--- config.mk ---
export PLATFORM = sky130hd
export DESIGN_NAME = load_store_unit
export DESIGN_NICKNAME = d
export VERILOG_FILES = /design/src/rtl/load_store_unit.sv
export SDC_FILE = /design/constraint.sdc
export NUM_CORES = 1
export LEC_CHECK = 0
export ABC_AREA = 0
export CELL_PAD_IN_SITES_DETAIL_PLACEMENT = 0
export CELL_PAD_IN_SITES_GLOBAL_PLACEMENT = 1
export CORE_UTILIZATION = 36
export DETAILED_ROUTE_END_ITERATION = 16
export PLACE_DENSITY = 0.95
export SLEW_MARGIN = 20
export SYNTH_ARGS = -nofsm -noshare
export SYNTH_HDL_FRONTEND = slang
export SYNTH_SLANG_ARGS = --single-unit
--- constraint.sdc ---
create_clock -name clk -period 7.6 [get_ports clk]
set_input_delay 1.52 -clock clk [delete_from_list [all_inputs] [get_ports clk]]
set_output_delay 1.52 -clock clk [all_outputs]
set_load 0.1 [all_outputs]
--- src/rtl/load_store_unit.sv ---
// load_store_unit: byte/half/word/doubleword load-store engine in front of a single-port word memory.
//
// Ports
//   clk, rst                 clock, synchronous active-high reset
//   req_valid / req_ready    request handshake (ready only in IDLE)
//   req_we                   1 = store, 0 = load
//   req_size                 00 byte, 01 half, 10 word, 11 doubleword
//   req_signed               sign-extend load data
//   req_addr, req_wdata      byte address, right-aligned store data
//   resp_valid / resp_ready  response handshake
//   resp_data, resp_err      load data (0 for stores), misalignment error
//   mem_addr, mem_wdata      word index and write data to the memory
//   mem_read, mem_wr         memory strobes (never both, forced low in reset)
//   mem_rdata                combinational memory read data
//
// Build option: define LSU_MISALIGN_TRAP_EN to answer misaligned requests with
// resp_err=1 and no memory access; otherwise the offset is aligned down.
module load_store_unit #(
  parameter int n        = 64,
  parameter int log2Size = 10
) (
  input  logic         clk,
  input  logic         rst,
  input  logic         req_valid,
  output logic         req_ready,
  input  logic         req_we,
  input  logic [1:0]   req_size,
  input  logic         req_signed,
  input  logic [n-1:0] req_addr,
  input  logic [n-1:0] req_wdata,
  output logic         resp_valid,
  input  logic         resp_ready,
  output logic [n-1:0] resp_data,
  output logic         resp_err,
  output logic [n-1:0] mem_addr,
  output logic [n-1:0] mem_wdata,
  output logic         mem_read,
  output logic         mem_wr,
  input  logic [n-1:0] mem_rdata
);
  localparam int AW = log2Size + 3;
  typedef enum logic [1:0] {IDLE, ACCESS, MERGE, RESP} state_t;
  state_t        state_q, state_d;
  logic          we_q, we_d, signed_q, signed_d, err_q, err_d;
  logic [1:0]    size_q, size_d;
  logic [AW-1:0] addr_q, addr_d;
  logic [n-1:0]  wdata_q, wdata_d, rdata_q, rdata_d, data_q, data_d;
  logic [2:0]    off;
  logic [5:0]    shamt;
  logic [n-1:0]  lane, lane_sh, rd_sh, load_ext, merged;
  logic          dword_st;
  logic          unused_addr;
  assign unused_addr = ^req_addr[n-1:AW];
  // Offset is aligned down to the access size; with the trap enabled a
  // misaligned request never reaches ACCESS, so this is harmless there.
  assign off = addr_q[2:0] & (size_q == 2'b00 ? 3'b111 : size_q == 2'b01 ? 3'b110 :
                              size_q == 2'b10 ? 3'b100 : 3'b000);
  assign shamt    = {off, 3'b000};
  assign lane     = size_q == 2'b00 ? n'(8'hFF) : size_q == 2'b01 ? n'(16'hFFFF) :
                    size_q == 2'b10 ? n'(32'hFFFF_FFFF) : '1;
  assign lane_sh  = lane << shamt;
  assign rd_sh    = mem_rdata >> shamt;
  assign load_ext = size_q == 2'b00 ? {{(n-8){signed_q & rd_sh[7]}}, rd_sh[7:0]} :
                    size_q == 2'b01 ? {{(n-16){signed_q & rd_sh[15]}}, rd_sh[15:0]} :
                    size_q == 2'b10 ? {{(n-32){signed_q & rd_sh[31]}}, rd_sh[31:0]} : rd_sh;
  assign merged   = (rdata_q & ~lane_sh) | ((wdata_q << shamt) & lane_sh);
  assign dword_st = we_q && size_q == 2'b11;
`ifdef LSU_MISALIGN_TRAP_EN
  logic mis_req;
  assign mis_req = req_size == 2'b01 ? req_addr[0] : req_size == 2'b10 ? |req_addr[1:0] :
                   req_size == 2'b11 ? |req_addr[2:0] : 1'b0;
`endif
  always_comb begin
    state_d  = state_q;
    we_d     = we_q;
    size_d   = size_q;
    signed_d = signed_q;
    addr_d   = addr_q;
    wdata_d  = wdata_q;
    rdata_d  = rdata_q;
    data_d   = data_q;
    err_d    = err_q;
    case (state_q)
      IDLE: if (req_valid) begin
        we_d     = req_we;
        size_d   = req_size;
        signed_d = req_signed;
        addr_d   = req_addr[AW-1:0];
        wdata_d  = req_wdata;
        data_d   = '0;
        err_d    = 1'b0;
        state_d  = ACCESS;
`ifdef LSU_MISALIGN_TRAP_EN
        if (mis_req) begin
          err_d   = 1'b1;
          state_d = RESP;
        end
`endif
      end
      ACCESS: begin
        state_d = RESP;
        if (!we_q) data_d = load_ext;
        else if (!dword_st) begin
          rdata_d = mem_rdata;
          state_d = MERGE;
        end
      end
      MERGE:   state_d = RESP;
      default: if (resp_ready) state_d = IDLE;
    endcase
  end
  always_ff @(posedge clk) begin
    if (rst) begin
      state_q  <= IDLE;
      we_q     <= 1'b0;
      size_q   <= '0;
      signed_q <= 1'b0;
      addr_q   <= '0;
      wdata_q  <= '0;
      rdata_q  <= '0;
      data_q   <= '0;
      err_q    <= 1'b0;
    end else begin
      state_q  <= state_d;
      we_q     <= we_d;
      size_q   <= size_d;
      signed_q <= signed_d;
      addr_q   <= addr_d;
      wdata_q  <= wdata_d;
      rdata_q  <= rdata_d;
      data_q   <= data_d;
      err_q    <= err_d;
    end
  end
  assign req_ready  = state_q == IDLE;
  assign resp_valid = state_q == RESP;
  assign resp_data  = data_q;
  assign resp_err   = err_q;
  assign mem_addr   = {{(n-log2Size){1'b0}}, addr_q[AW-1:3]};
  assign mem_read   = !rst && state_q == ACCESS && !dword_st;
  assign mem_wr     = !rst && ((state_q == ACCESS && dword_st) || state_q == MERGE);
  assign mem_wdata  = state_q == MERGE ? merged : (state_q == ACCESS && dword_st) ? wdata_q : '0;
endmodule

==> reports/results.txt <==
RR Startpoint -> size_q[0]$_SDFFE_PP0P_
Total GRT Usage -> 27.7%
critical path buffer and inverter count -> 2
cells along the critical path -> a21bo_2, buf_4, nand2_1, nor2_1, nor2_1, a21oi_1, a22o_1, clkdlybuf4s50_1
Final Cycle Share -> 85.7%
Min-Delay Endpoint -> resp_data[52]$_SDFFE_PP0P_
yosys warns -> 0
CP top delay family -> buffers and inverters
port bufs -> 290
Max Slew Vio Count -> 0
Worst path max stage delay -> 1.15 ns
Mean Syn Cell Area -> 7.31 um^2
Synth Area in Adders -> 0.507%
unrepaired setup endpoints after global routing -> false
worst-case clock buffer depth -> 3
Starting Density -> 36.7%
mux contribution to synthesized area -> 9.77%
fraction of layout cells with a size suffix above 1 -> 7.11%
PD cells -> 293 mW/mm^2
post-cts hold buffer count -> 0
max_slew headroom -> 29.6%
die area -> 0.0350 mm^2
# Post-CTS Setup Buffers -> 0
register share of total power -> 30.2%
largest net degree at the start of global routing -> 114
number of enable flip-flop cells after synthesis -> 0
static leakage -> 6.09 nW
placed instance count -> 2288
register bit total from synthesis -> 211
DRT Pass-1 Iters -> 6
NetSw -> 0.00216 W
initial antenna violation count -> 0
I/O Pins -> 397
Seq/Total Area, Yosys -> 34.2%
placed instance area -> 0.0151 mm^2
Max Fanout on Critical Path -> 85
hpwl dp -> 36600 um
CP required -> 6.08 ns
worst skew pair latency -> 0.55 ns
outcome -> completed
initial drt markers -> 1440
f_max -> 154 MHz
count of different cell masters after synthesis -> 66
CP Capture Type -> primary output
row cnt -> 67
Synth Area in Compound Gates -> 23.9%
Critical Path AT -> 4.99 ns
CTS tree -> built
antenna cells -> 0
Net Sw Frac -> 46.2%
clock-pin slew on the worst setup and hold paths -> 0.06 ns
clk sink count -> 211
Detailed Route WL -> 50800 um
Int Pwr -> 0.00251 W
post-CTS resize count -> 0
Core ar. -> 0.0336 mm^2
via count -> 13200
DR DRC count -> 0
GR Overflow Total -> 0
first-pass GRT wire length -> 74900 um
Root Buffer -> clkbuf_16
Place WS -> 1.79 ns
Hold Path Cell Cnt -> 2
RR Endpoint -> resp_data[63]$_SDFFE_PP0P_
die height -> 187 um
Num CTS Buffers -> 25
Nets -> 2072
r2r worst-path depth -> 6
setup_tns -> 0 ns
Async SR Flop Fraction -> 0%
number of global-route vias before repair -> 12100
maxcap violations -> 0
WS Path Type -> register to primary output
Logic pwr share -> 43.9%
largest family of logic cells by synthesized area -> compound AO/OA/AOI/OAI gates
Clk pwr share -> 25.9%
xor/xnor cell area share of the yosys netlist -> 0.0710%
area share of and/or/nand/nor cells after synthesis -> 22.2%
clock skew after layout -> 0.0300 ns
RD Place Congestion -> 0.953
area grow syn2layout -> 29.1%
slowest cell on the critical path -> clkdlybuf4s50_1
worst reg2reg setup slack -> 3.94 ns
Worst VDD drop -> 0.208 mV
largest cells by area after synthesis -> dfxtp_1 (34%), nand2_1 (16%), a21oi_1 (9.0%), mux2i_1 (4.4%), buf_4 (4.1%)
Worst Tran Pin Value -> 1.05 ns
worst setup margin -> 1.09 ns
Mapped Area -> 0.0123 mm^2
Top FF cell, synth -> dfxtp_1
hold crit path type -> register to register
Final Total Pwr -> 0.00466 W
ANT nets after route -> 0
top cell type's share of synthesized area -> 34.2%
startpoint of the worst hold path -> resp_data[52]$_SDFFE_PP0P_
Fin. Hold Viols -> 0
drt wl/cell -> 21.8 um
Final Cell Area -> 0.0159 mm^2
Setup crit start kind -> register
H-tree Lvls -> 1
Non-Filler Instances -> 2332
final worst path period need -> 6.51 ns
vias per cell -> 5.65
crit-path most repeated cell -> nor2_1
Mapped Cells -> 1686
final setup fails -> 0
leading area contributor after synthesis -> dfxtp_1
die width -> 187 um
[tightest hold or removal path, cell delays in order (launching register included)]
cell and delay, ns:
dfxtp_1 0.32, nand2_1 0.06, o21ai_2 0.05
[cells in the final DEF, fill, tap and decap left out, types with 17 or more instances in the layout]
cell type / count
nand2_1: 522
clkdlybuf4s50_1: 283
a21oi_1: 221
dfxtp_1: 211
nor2_1: 65
conb_1: 55
mux2i_1: 54
nand3_1: 49
o21ai_1: 36
o21ai_0: 33
a22o_1: 32
buf_4: 28
a31oi_1: 26
clkbuf_16: 25
a21o_1: 23
mux4_2: 19
o2bb2ai_1: 17
[flip-flops by register name (all words and copies together), names as in the netlist]
name and cells:
rdata_q 64, size_q 2, wdata_q 64, signed_q 1, resp_data 64, addr_q 13, we_q 1, state_q 2
[worst max-delay path by stage]
stage | from | to | slack, ns | cells past startpoint
floorplan | rst | mem_read | 2.56 | 4
global placement | size_q[0]$_SDFFE_PP0P_ | mem_wdata[11] | 1.87 | 8
detailed placement | size_q[1]$_SDFFE_PP0P_ | mem_wdata[11] | 1.79 | 8
CTS | size_q[0]$_SDFFE_PP0P_ | mem_wdata[11] | 1.22 | 8
global route | size_q[0]$_SDFFE_PP0P_ | mem_wdata[11] | 0.93 | 8
finish | size_q[0]$_SDFFE_PP0P_ | mem_wdata[11] | 1.09 | 8
[power by group through the flow]
stage               clock network, W  logic [W]  registers (W)
CTS                          0.00122    0.00202        0.00140
global route                 0.00126    0.00217        0.00142
floorplan                          0    0.00138        0.00151
global placement                   0    0.00200        0.00142
detailed placement                 0    0.00202        0.00142
finish                       0.00121    0.00205        0.00141
[cell families after synthesis]
family | after synthesis
simple gates | 682
compound gates | 472
buf+inv | 220
flops | 211
mux | 94
fa+ha+maj | 5
other cells | 1
xor+xnor | 1
[cell usage after synthesis, types with 3 or more instances]
cell	count
o21ai_0	33
clkbuf_1	102
mux2i_1	54
o21ai_1	36
mux4_2	19
and2_1	7
o2bb2ai_1	17
ha_1	5
a221oi_1	9
buf_4	67
a21boi_1	3
nand3_1	50
a31oi_1	26
and3_1	3
dfxtp_1	211
nand2_1	523
buf_6	4
o22ai_1	4
o21ai_2	11
a211oi_1	9
a32oi_1	11
nor2b_1	8
a22o_1	32
nand2b_1	8
a21o_1	23
a21oi_1	221
mux2_1	6
inv_1	8
o31ai_1	4
nor2_1	68
buf_2	29
mux2_2	15
buf_1	10
a221o_1	14
nor3_1	5
[stage by stage]
stage / hold WS [ns] / utilization [%]
4_1_cts: 0.455 / 47.3
3_5_place_dp: 0.440 / 44.9
2_1_floorplan: 0.433 / -
5_1_grt: 0.472 / 47.4
6_report: 0.452 / 47.4
3_3_place_gp: 0.436 / 44.9
[per-layer routing]
| metal | GRT usage, % | wire [um] |
|---|---|---|
| met5 | 0 | 0 |
| met4 | 10.0 | 1900 |
| met3 | 4.92 | 4690 |
| met2 | 43.6 | 22800 |
| met1 | 37.8 | 21400 |
[area by class of cell]
type / instances / area (um^2)
timing repair buffer: 312 / 3050
clock buffer: 33 / 696
sequential: 211 / 4220
fill: 3328 / 17700
tap: 448 / 561
multi-input combinational: 1309 / 7230
clock inverter: 11 / 129
inverter: 8 / 30.0
(Power assumes the default switching activity.)
